### config.mk
export PLATFORM = sky130hd
export DESIGN_NAME = seg7_score_display
export DESIGN_NICKNAME = d
export VERILOG_FILES = /design/src/rtl/seg7_pkg.sv /design/src/rtl/bcd_to_seg7.sv /design/src/rtl/seg7_score_display.sv
export SDC_FILE = /design/constraint.sdc
export NUM_CORES = 1
export LEC_CHECK = 0
export ABC_AREA = 1
export CAP_MARGIN = 20
export CORE_MARGIN = 5
export CORE_UTILIZATION = 30
export CTS_BUF_LIST = sky130_fd_sc_hd__clkbuf_8
export DETAILED_ROUTE_END_ITERATION = 10
export SETUP_SLACK_MARGIN = 0.15
export SKIP_LAST_GASP = 1
export SYNTH_ARGS = -nofsm -noshare
export SYNTH_HDL_FRONTEND = slang
export SYNTH_SLANG_ARGS = --single-unit
### constraint.sdc
create_clock -name clk -period 2.5 [get_ports clk]
set_clock_uncertainty 0.15 [all_clocks]
set_input_delay 0.375 -clock clk [delete_from_list [all_inputs] [get_ports clk]]
set_output_delay 0.375 -clock clk [all_outputs]
set_load 0.1 [all_outputs]
### src/rtl/seg7_pkg.sv
// Shared constants and types for the four-digit seven-segment display.
// Segment patterns are active-high, bit order {g,f,e,d,c,b,a}.
package seg7_pkg;

    localparam int NUM_DIGITS = 4;

    localparam logic [6:0] SEG_0    = 7'h3F;
    localparam logic [6:0] SEG_1    = 7'h06;
    localparam logic [6:0] SEG_2    = 7'h5B;
    localparam logic [6:0] SEG_3    = 7'h4F;
    localparam logic [6:0] SEG_4    = 7'h66;
    localparam logic [6:0] SEG_5    = 7'h6D;
    localparam logic [6:0] SEG_6    = 7'h7D;
    localparam logic [6:0] SEG_7    = 7'h07;
    localparam logic [6:0] SEG_8    = 7'h7F;
    localparam logic [6:0] SEG_9    = 7'h6F;
    localparam logic [6:0] SEG_DASH = 7'h40;
    localparam logic [6:0] SEG_OFF  = 7'h00;

    typedef logic [3:0] bcd_t;

    typedef struct packed {
        bcd_t thous;
        bcd_t huns;
        bcd_t tens;
        bcd_t ones;
    } score_t;

    // Bit i set means digit i (0 = ones) is a leading zero to hide.
    // Invalid codes are nonzero, so they stop the blanking run.
    function automatic logic [NUM_DIGITS-1:0] lz_blank(
        input score_t s,
        input logic   en
    );
        logic [NUM_DIGITS-1:0] b;
        b = '0;
        if (en) begin
            b[3] = (s.thous == 4'd0);
            b[2] = b[3] && (s.huns == 4'd0);
            b[1] = b[2] && (s.tens == 4'd0);
        end
        return b;
    endfunction

endpackage

### src/rtl/bcd_to_seg7.sv
// Combinational BCD to seven-segment decoder, active-high output.
// Codes above 9 render as a dash.
module bcd_to_seg7
    import seg7_pkg::*;
(
    input  logic [3:0] code,
    output logic [6:0] pat
);

    always_comb begin
        pat = SEG_DASH;
        case (code)
            4'd0:    pat = SEG_0;
            4'd1:    pat = SEG_1;
            4'd2:    pat = SEG_2;
            4'd3:    pat = SEG_3;
            4'd4:    pat = SEG_4;
            4'd5:    pat = SEG_5;
            4'd6:    pat = SEG_6;
            4'd7:    pat = SEG_7;
            4'd8:    pat = SEG_8;
            4'd9:    pat = SEG_9;
            default: pat = SEG_DASH;
        endcase
    end

endmodule

### src/rtl/seg7_score_display.sv
// Time-multiplexed four-digit score display driver with per-frame
// snapshot, leading-zero blanking and selectable output polarity.
module seg7_score_display
    import seg7_pkg::*;
#(
    parameter int REFRESH_DIV = 100000,
    parameter bit ACTIVE_LOW  = 1'b1
) (
    input  logic                  clk,
    input  logic                  reset,
    input  logic [3:0]            thous,
    input  logic [3:0]            huns,
    input  logic [3:0]            tens,
    input  logic [3:0]            ones,
    input  logic                  blank_lz,
    output logic [6:0]            seg,
    output logic                  dp,
    output logic [NUM_DIGITS-1:0] an
);

    localparam int             DW       = $clog2(REFRESH_DIV);
    localparam logic [DW-1:0]  DIV_LAST = DW'(REFRESH_DIV - 1);
    localparam logic [DW-1:0]  DIV_ONE  = DW'(1);

    localparam logic [NUM_DIGITS-1:0] AN_POL =
        ACTIVE_LOW ? {NUM_DIGITS{1'b1}} : {NUM_DIGITS{1'b0}};
    localparam logic [6:0] SEG_POL = ACTIVE_LOW ? 7'h7F : 7'h00;
    localparam logic       DP_OFF  = ACTIVE_LOW;

    logic [DW-1:0]         div_q;
    logic [1:0]            scan_q;
    score_t                snap_q;
    logic                  primed_q;
    logic                  tick;

    score_t                live;
    bcd_t                  digit;
    logic [6:0]            seg_dec;
    logic [NUM_DIGITS-1:0] blank_v;
    logic                  blank;
    logic [NUM_DIGITS-1:0] an_nx;
    logic [6:0]            seg_nx;

    logic [NUM_DIGITS-1:0] an_q;
    logic [6:0]            seg_q;
    logic                  dp_q;

    assign live = '{thous: thous, huns: huns, tens: tens, ones: ones};
    assign tick = primed_q && (div_q == DIV_LAST);

    // Divider is held until primed so the first digit gets a full dwell.
    always_ff @(posedge clk or negedge reset) begin
        if (!reset) begin
            div_q    <= '0;
            scan_q   <= 2'd0;
            snap_q   <= '0;
            primed_q <= 1'b0;
        end else if (!primed_q) begin
            primed_q <= 1'b1;
            snap_q   <= live;
        end else if (tick) begin
            div_q  <= '0;
            scan_q <= scan_q + 2'd1;
            if (scan_q == 2'd3) begin
                snap_q <= live;
            end
        end else begin
            div_q <= div_q + DIV_ONE;
        end
    end

    always_comb begin
        digit = snap_q.ones;
        unique case (scan_q)
            2'd0: digit = snap_q.ones;
            2'd1: digit = snap_q.tens;
            2'd2: digit = snap_q.huns;
            2'd3: digit = snap_q.thous;
        endcase
    end

    bcd_to_seg7 u_dec (
        .code (digit),
        .pat  (seg_dec)
    );

    always_comb begin
        blank_v = lz_blank(snap_q, blank_lz);
        blank   = blank_v[scan_q];
        an_nx   = '0;
        seg_nx  = SEG_OFF;
        if (!blank) begin
            an_nx  = NUM_DIGITS'(4'b0001 << scan_q);
            seg_nx = seg_dec;
        end
    end

    // Outputs stay dark until the snapshot has been taken once.
    always_ff @(posedge clk or negedge reset) begin
        if (!reset) begin
            an_q  <= AN_POL;
            seg_q <= SEG_POL;
            dp_q  <= DP_OFF;
        end else begin
            dp_q <= DP_OFF;
            if (primed_q) begin
                an_q  <= an_nx ^ AN_POL;
                seg_q <= seg_nx ^ SEG_POL;
            end else begin
                an_q  <= AN_POL;
                seg_q <= SEG_POL;
            end
        end
    end

    assign an  = an_q;
    assign seg = seg_q;
    assign dp  = dp_q;

endmodule

; Yosys cells after proc, flatten, opt, wreduce, memory -nomap -nowiden
; Memories as Yosys holds them, arrays and structs flattened.
; Index checks and enable logic that the tools add are counted.
[op_classes]
addsub = 2
shifts = 1
n_reduce_logical = 9
muxes = 12
n_eq_ne = 6
n_bitwise = 2
magnitude_cmp = 1
[op_table]
columns = cell, n
row1 = $mux W16, 3
row2 = $add A17 B1 Y17 const B, 1
row3 = $eq A17 B17 Y1 const B, 1
row4 = $mux W17, 1
row5 = $pmux W4 S4, 1
row6 = $mux W7, 2
row7 = $logic_not A4 Y1, 3
row8 = $mux W4, 2
row9 = $not A7 Y7, 1
row10 = $eq A2 B2 Y1 const B, 2
row11 = $ne A2 B1 Y1 const B, 2
row12 = $not A4 Y4, 1
row13 = $reduce_and A2 Y1, 2
row14 = $shl A1 B2 Y4 const A, 1
row15 = $logic_and A1 B1 Y1, 3
row16 = $lt A2 B3 Y1 const B, 1
row17 = $mux W3, 1
row18 = $add A2 B1 Y2 const B, 1
row19 = $bmux W1 S2, 1
row20 = $eq A2 B1 Y1 const B, 1
row21 = $logic_not A2 Y1, 1
row22 = $mux W1, 1
[totals]
out_inout_bits = 12
rom_bits = 112
n_memories = 1
register_bits = 47
elab_cells = 43
in_bits = 19
[mem_list]
columns = memory, depth, word_bits, rd, rd_ports_with_merged_regs, wr, line
row1 = (name not given), 16, 7, 1, 0, 0, bcd_to_seg7.sv:12  ; case (code)

; Depth between registers and ports, before layout
; Gate-level depths: netlist of run 1.
[depth]
ltp_word = 9
mapped_depth = 12
depth_no_buf = 12

; Modules after synthesis
; Synthesis of run 1 repeated with hierarchy kept, for this count alone.
[hier_totals]
hier_cells = 345
hier_area_um2 = 2723.9
[by_module_without_submodules]
columns = mod, seq_area_each_um2, cells_each, instances, area_per_inst_um2
row1 = seg7_score_display, 1189.9, 309, 1, 2531.2
row2 = bcd_to_seg7, 0.0, 36, 1, 192.7

; Worst setup path before layout of run 1
; No wires, ideal clock.
[synth_timing]
kind = register -> register
startpoint = register scan_q[0]
endpoint = register seg_q[5] (netlist: seg[5])
slack_ns = 0.453
path_buffers = 0
required_ns = 2.254
arrival_ns = 1.801
stages_incl_launch_ff = 12
synth_period_minus_slack_ns = 2.047
setup_time_ns = 0.096
cell_sequence = dfrtp_1 > inv_1 > ha_1 > inv_2 > nand2_1 > o21ai_0 > inv_1 > ha_1 > inv_1 > nand3_1 > nand3_1 > nand3_1
[synth_via]
elab_chain_len = 6
elab_cells_between_ends = 11
classes_between = eq/ne: 3 / mux: 5 / bitwise: 1 / reduce/logical: 1 / memory: 1
[synth_lines]
columns = item, line
row1 = "start, declared", seg7_score_display.sv:31  ; logic [1:0] scan_q;
row2 = "start signal, assigned", seg7_score_display.sv:63  ; scan_q <= scan_q + 2'd1;
row3 = "$eq A2 B2 Y1, or another cell as far along", seg7_score_display.sv:74  ; unique case (scan_q)
row4 = $pmux W4 S4, seg7_score_display.sv:74
row5 = $mem_v2 Z16 W7, --
row6 = $mux W7 (*), seg7_score_display.sv:92  ; if (!blank) begin
row7 = $not A7 Y7 (no line) (*), --
row8 = $mux W7 (*), seg7_score_display.sv:106  ; if (primed_q) begin
row9 = "end signal, assigned", seg7_score_display.sv:108  ; seg_q <= seg_nx ^ SEG_POL;
row10 = "end, declared", seg7_score_display.sv:45  ; logic [6:0] seg_q;
; Every way passes the cells marked *; elsewhere a longest branch is shown, timed or not. The select of a mux whose other input is x is not followed.
; A chain may end at the register's enable or synchronous reset.

; Worst setup path in the final report of run 1
[layout_timing]
startpoint = register scan_q[0]
endpoint = register seg_q[0] (netlist: seg[0])
; Same word-level chain as after synthesis.

==> out/results.tsv, run 1 <==
stage	metric	value	unit
synthesis	EDFF count, synth	0	
worst_setup_path	CP max FO	5	
synthesis	FF+latch count, synth	47	
sta	setup TNS	0	ns
synthesis	Cells after Synth	331	
route	drt total wl	5600	µm
grt	initial antenna violation count	0	
grt	all-layer global routing usage	11.5	%
route	DR iter-0 viols	109	
sta	Slew @ Worst Pin	0.870	ns
floorplanning	core area	8590	µm²
pwr	leak pwr	0.00151	µW
clock_network	CTS clk-pin slew, worst paths	0.09	ns
synthesis	Syn Std Cell Area	2620	µm²
floorplanning	io pins	31	
layout	Final nets	394	
route	router iterations before antenna repair	5	
route	vias	2153	
worst_setup_path	crit end category	flop	
worst_setup_path	Setup Crit Path Kind	flop to flop	
route	routed vias/inst	4.55	
floorplanning	die width	103	µm
synthesis	post-synth top area cell	dfrtp_1	
layout	most frequent cells in the layout	nand2_1 (95), nand3_1 (45), dfrtp_1 (36)	
route	number of routed nets with antenna violations	0	
clock_network	total CTS buffers	5	
synthesis	share of flip-flops with an asynchronous set or reset	100	%
synthesis	Synth area leaders	dfrtp_1 (34%), nand2_1 (14%), dfstp_2 (11%)	
run	Max Cap Viol	0	
floorplanning	Die Y	103	µm
floorplanning	Die ar.	10700	µm²
sta	fmax	0.468	GHz
synthesis	synthesized area per cell	7.91	µm²
clock_network	Clock Tree Buf Depth	2	
grt	vias in the first global route	2107	
sta	unrepaired setup endpoints after global routing	false	
clock_network	CTS Hold Bufs	0	
hold_path	min-delay worst type	primary input to async pin	
place	post-DP HPWL	4280	µm
worst_setup_path	crit path DAT	2.19	ns
clock_network	H-tree depth	2	
synthesis	most frequently used flop master after synthesis	dfrtp_1	
place	DP Area	2990	µm²
grt	first-pass GRT wire length	9830	µm
sta	Final period util	85.5	%
layout	final instance area	3100	µm²
synthesis	synth unique cells	31	
synthesis	sequential element share of the synthesized area	45.4	%
sta	Max transition margin	42.0	%
sta	# setup viols final	0	
clock_network	CTS sink cnt	47	
floorplanning	row count	34	
sta	max-slew violations	0	
clock_network	Clock Latency Late Sink	0.30	ns
clock_network	TritonCTS clock tree	yes	
synthesis	number of warnings issued by yosys	0	
place	Port Buffers	29	
pwr	Worst VDD drop	0.226	mV
grt	grt ovf	0	
grt	largest net degree at the start of global routing	39	
layout	layout cells sized above 1	17.8	%
layout	Layout area overhead	18.4	%
floorplanning	Initial Utilization	30.5	%
route	DRC violations left	0	
pwr	Pwr Density	614	nW/µm²
worst_setup_path	Setup crit start kind	flop	
clock_network	Root Buffer	clkbuf_8	
layout	commonest non-fill, non-tap cell in the layout	nand2_1	
worst_setup_path	worst endpoint required time	2.56	ns
place	placer congestion estimate	0.793	
synthesis	top cell type's share of synthesized area	34.4	%
outcome	outcome	finished clean	
route	Avg WL per Cell	11.8	µm
layout	# diodes	0	
sta	Period minus WS final	2.14	ns
sta	Fin. Hold Viols	0	
## timing repair
action	4_1_cts	5_1_grt
setup buffers	0	0
gates resized for setup	0	2
setup endpoints to repair	0	6
## stage by stage
| step | utilization [%] | hold slack (ns) | instances | worst slack, ns | total power [µW] |
|---|---|---|---|---|---|
| after global placement | 34.7 | 0.349 | 465 | 0.294 | 1360 |
| after detailed placement | 34.7 | 0.351 | 465 | 0.198 | 1360 |
| after floorplan | - | -0.0706 | 332 | 0.453 | 1250 |
| final | 36.1 | 0.0372 | 473 | 0.362 | 1900 |
| after global routing | 36.1 | 0.115 | 473 | 0.158 | 2020 |
| after CTS | 36.0 | 0.0614 | 473 | 0.180 | 1930 |
## where the power goes
group / internal (µW) / leakage, µW / switching, µW
clock: 298 / 0.0000562 / 258
sequential: 850 / 0.000575 / 77.2
combinational: 137 / 0.000878 / 285
total: 1290 / 0.00151 / 619
## routing by layer
| metal | up-vias | routed length (µm) | GRT usage (%) |
|---|---|---|---|
| li1 | 1114 | - | - |
| met1 | 985 | 2780 | 16.6 |
| met2 | 45 | 2420 | 16.7 |
| met3 | 9 | 280 | 2.82 |
| met4 | 0 | 115 | 4.28 |
| met5 | - | 0 | 0 |
## cell type report
type | instances | area (µm²)
Sequential cell | 47 | 1190
Timing Repair Buffer | 31 | 273
Multi-Input combinational cell | 239 | 1240
Fill cell | 892 | 5490
Inverter | 40 | 150
Clock buffer | 5 | 68.8
Clock inverter | 3 | 42.5
Tap cell | 108 | 135
## flip-flops by register name, summed over array words and instances, names as in the netlist
register  flops
snap_q       16
div_q        17
scan_q        2
primed_q      1
an            4
seg           7
## cell families after synthesis
logic type      share of synthesized area [%]
flops                                    45.4
simple gates                             37.9
compound gates                           2.10
other cells                             0.143
fa+ha+maj                                5.26
xor+xnor                                 1.67
buf+inv                                  7.45
## critical path, stage by stage (launching register included)
cell and delay [ns]:
dfrtp_1 0.43, inv_1 0.16, ha_1 0.26, nand2_1 0.07
nand2_1 0.06, nor2_1 0.04, nor2_1 0.22, inv_1 0.15
ha_1 0.20, inv_1 0.05, nand3_1 0.07, nand3_1 0.10
nand3_1 0.07
## synthesized netlist by cell type (2+ instances only)
library cell and count:
o21ai_0 5, nor3_1 7, inv_1 31, buf_2 2
ha_1 11, dfrtp_1 36, xor2_1 4, a21oi_1 2
nand2_1 95, nand3_1 45, dfstp_2 11, nand3_4 3
nand2_2 12, inv_2 9, or2_2 3, nand4_1 8
nor2_1 32, nor2_2 2
## final timing paths
kind | startpoint | end | slack [ns] | cells past startpoint
min reg2reg | div_q[2] | div_q[2] | 0.37 | 1
min | reset | snap_q[14] | 0.04 | 1
max | scan_q[0] | seg[0] | 0.36 | 12
max reg2reg | scan_q[0] | seg[0] | 0.36 | 12
max in group asynchronous | reset | an[3] | 1.41 | 2
min in group clk | div_q[2] | div_q[2] | 0.37 | 1
No activity file was read; power rests on OpenSTA's default activity.
==> inputs of run 2 (changes only) <==
--- a/config.mk
+++ b/config.mk
@@ -7,9 +7,11 @@
 export LEC_CHECK = 0
 export ABC_AREA = 1
 export CAP_MARGIN = 20
+export CORE_ASPECT_RATIO = 0.8
 export CORE_MARGIN = 5
 export CORE_UTILIZATION = 30
 export CTS_BUF_LIST = sky130_fd_sc_hd__clkbuf_8
+export CTS_CLUSTER_SIZE = 28
 export DETAILED_ROUTE_END_ITERATION = 10
 export SETUP_SLACK_MARGIN = 0.15
 export SKIP_LAST_GASP = 1
==> run 2 against run 1 <==
Worst setup slack improved by 0.0071 ns. Utilization increased by 1.1 points. Sequential power increased by 0.4%. Design area increased by 1.6%. Highest routed layer unchanged. Critical endpoint is now seg[5]. Wire length increased by 1.6%. Via count about the same. Clock power increased by 17%. Combinational power about the same.
==> out/results.tsv, run 2 (synthesis results as in run 1) <==
stage	metric	value	unit
outcome	outcome	finished clean	
clock_network	Root Buffer	clkbuf_8	
clock_network	CTS clk-pin slew, worst paths	0.08	ns
sta	setup TNS	0	ns
place	post-DP HPWL	4500	µm
layout	final instance area	3150	µm²
sta	unrepaired setup endpoints after global routing	false	
floorplanning	core area	8480	µm²
sta	Slew @ Worst Pin	0.616	ns
floorplanning	row count	30	
worst_setup_path	CP max FO	7	
grt	largest net degree at the start of global routing	29	
floorplanning	Die ar.	10700	µm²
route	DRC violations left	0	
place	placer congestion estimate	0.872	
layout	commonest non-fill, non-tap cell in the layout	nand2_1	
layout	area taken by multi-input logic gates	1240	µm²
worst_setup_path	Setup Crit Path Kind	flop to flop	
sta	hold slack	0.368	ns
run	Max Cap Viol	0	
clock_network	CTS sink cnt	47	
clock_network	H-tree depth	2	
layout	largest reg by FF count	div_q	
clock_network	TritonCTS clock tree	yes	
layout	Sequential Area	1190	µm²
pwr	final total power	2010	µW
grt	first-pass GRT wire length	9780	µm
route	number of routed nets with antenna violations	0	
clock_network	Clock Latency Late Sink	0.29	ns
clock_network	total CTS buffers	5	
worst_setup_path	crit path DAT	2.18	ns
sta	Period minus WS final	2.13	ns
floorplanning	Initial Utilization	30.9	%
grt	initial antenna violation count	0	
grt	grt ovf	0	
pwr	leak pwr	0.00153	µW
layout	Layout area overhead	20.3	%
sta	Max transition margin	58.8	%
route	Avg WL per Cell	11.9	µm
route	vias	2154	
sta	Final period util	85.2	%
grt	vias in the first global route	2059	
route	routed vias/inst	4.50	
worst_setup_path	crit end category	flop	
floorplanning	Die Y	93.6	µm
clock_network	Clock Tree Buf Depth	2	
worst_setup_path	worst endpoint required time	2.55	ns
hold_path	min-delay worst type	flop to flop	
sta	fmax	0.469	GHz
sta	Fin. Hold Viols	0	
layout	Final nets	396	
grt	all-layer global routing usage	11.2	%
sta	max-slew violations	0	
floorplanning	die width	114	µm
route	drt total wl	5690	µm
pwr	Pwr Density	637	nW/µm²
place	Port Buffers	29	
layout	Layout Utilization	37.1	%
route	router iterations before antenna repair	4	
sta	# setup viols final	0	
layout	max reg flops	17	
layout	most frequent cells in the layout	nand2_1 (95), nand3_1 (45), dfrtp_1 (36)	
floorplanning	io pins	31	
layout	layout cells sized above 1	18.5	%
pwr	Worst VDD drop	0.298	mV
layout	# diodes	0	
layout	Layout fillers	897	
route	DR iter-0 viols	150	
place	DP Area	3000	µm²
worst_setup_path	Setup crit start kind	flop	
[run 2: cell count changes in the layout (fill, tap and decap cells not counted), sizes merged]
cell / previous run / this run
inv: 41 / 40
clkinv: 1 / 0
clkinvlp: 0 / 1
bufinv: 1 / 2
buf: 14 / 15
dlygate4sd3: 0 / 1
[run 2: area by class of cell]
type,instances,area share (%)
Timing Repair Buffer,33,9.21
Clock inverter,3,2.14
Multi-Input combinational cell,239,39.5
Tap cell,112,4.45
Sequential cell,47,37.8
Inverter,40,4.77
Clock buffer,5,2.18
[run 2: path summary, 6_finish.rpt]
check / slack (ns) / to / start / cells after the start
max in group asynchronous: 1.14 / snap_q[10] / reset / 3
min in group asynchronous: 0.48 / div_q[2] / reset / 2
worst min register to register: 0.37 / div_q[2] / div_q[2] / 1
worst max register to register: 0.37 / seg[5] / scan_q[0] / 11
worst max-delay path: 0.37 / seg[5] / scan_q[0] / 11
worst min-delay path: 0.37 / div_q[2] / div_q[2] / 1
[run 2: metal layers]
metal	GRT usage, %	vias to the layer above	wire length (µm)
li1	-	1118	-
met1	17.1	969	2980
met2	15.8	63	2330
met3	2.46	4	316
met4	2.97	0	60
met5	0	-	0
[run 2: timing repair]
item | 4_1_cts | 5_1_grt
hold buffers | 1 | 0
endpoints found under the setup margin | 0 | 5
resized for setup | 0 | 3
hold endpoints to repair | 15 | 0
buffers inserted | 0 | 0
[run 2: where the power goes]
group          internal, µW  switching [µW]
registers               850            80.6
logic                   139             285
clock network           399             252
[run 2: critical path, stage by stage, from the launching register on]
cell	delay, ns
dfrtp_1	0.44
inv_1	0.17
ha_1	0.21
inv_2	0.07
or2_2	0.28
o21ai_2	0.11
inv_1	0.10
ha_1	0.20
inv_1	0.05
nand3_1	0.08
nand3_1	0.10
nand3_1	0.08
[run 2: per-stage QoR]
| stage | cells | setup WS (ns) |
|---|---|---|
| 2_1_floorplan | 332 | 0.453 |
| 3_3_place_gp | 470 | 0.273 |
| 3_5_place_dp | 470 | 0.178 |
| 4_1_cts | 479 | 0.151 |
| 5_1_grt | 479 | 0.216 |
| 6_report | 479 | 0.369 |
==> inputs of run 3 (changes only) <==
--- a/config.mk
+++ b/config.mk
@@ -6,6 +6,7 @@
 export NUM_CORES = 1
 export LEC_CHECK = 0
 export ABC_AREA = 1
+export ABC_CLOCK_PERIOD_IN_PS = 2500
 export CAP_MARGIN = 20
 export CORE_ASPECT_RATIO = 0.8
 export CORE_MARGIN = 5
==> results of run 3 <==
The final DEF is identical to that of run 2; final timing and power are the same.
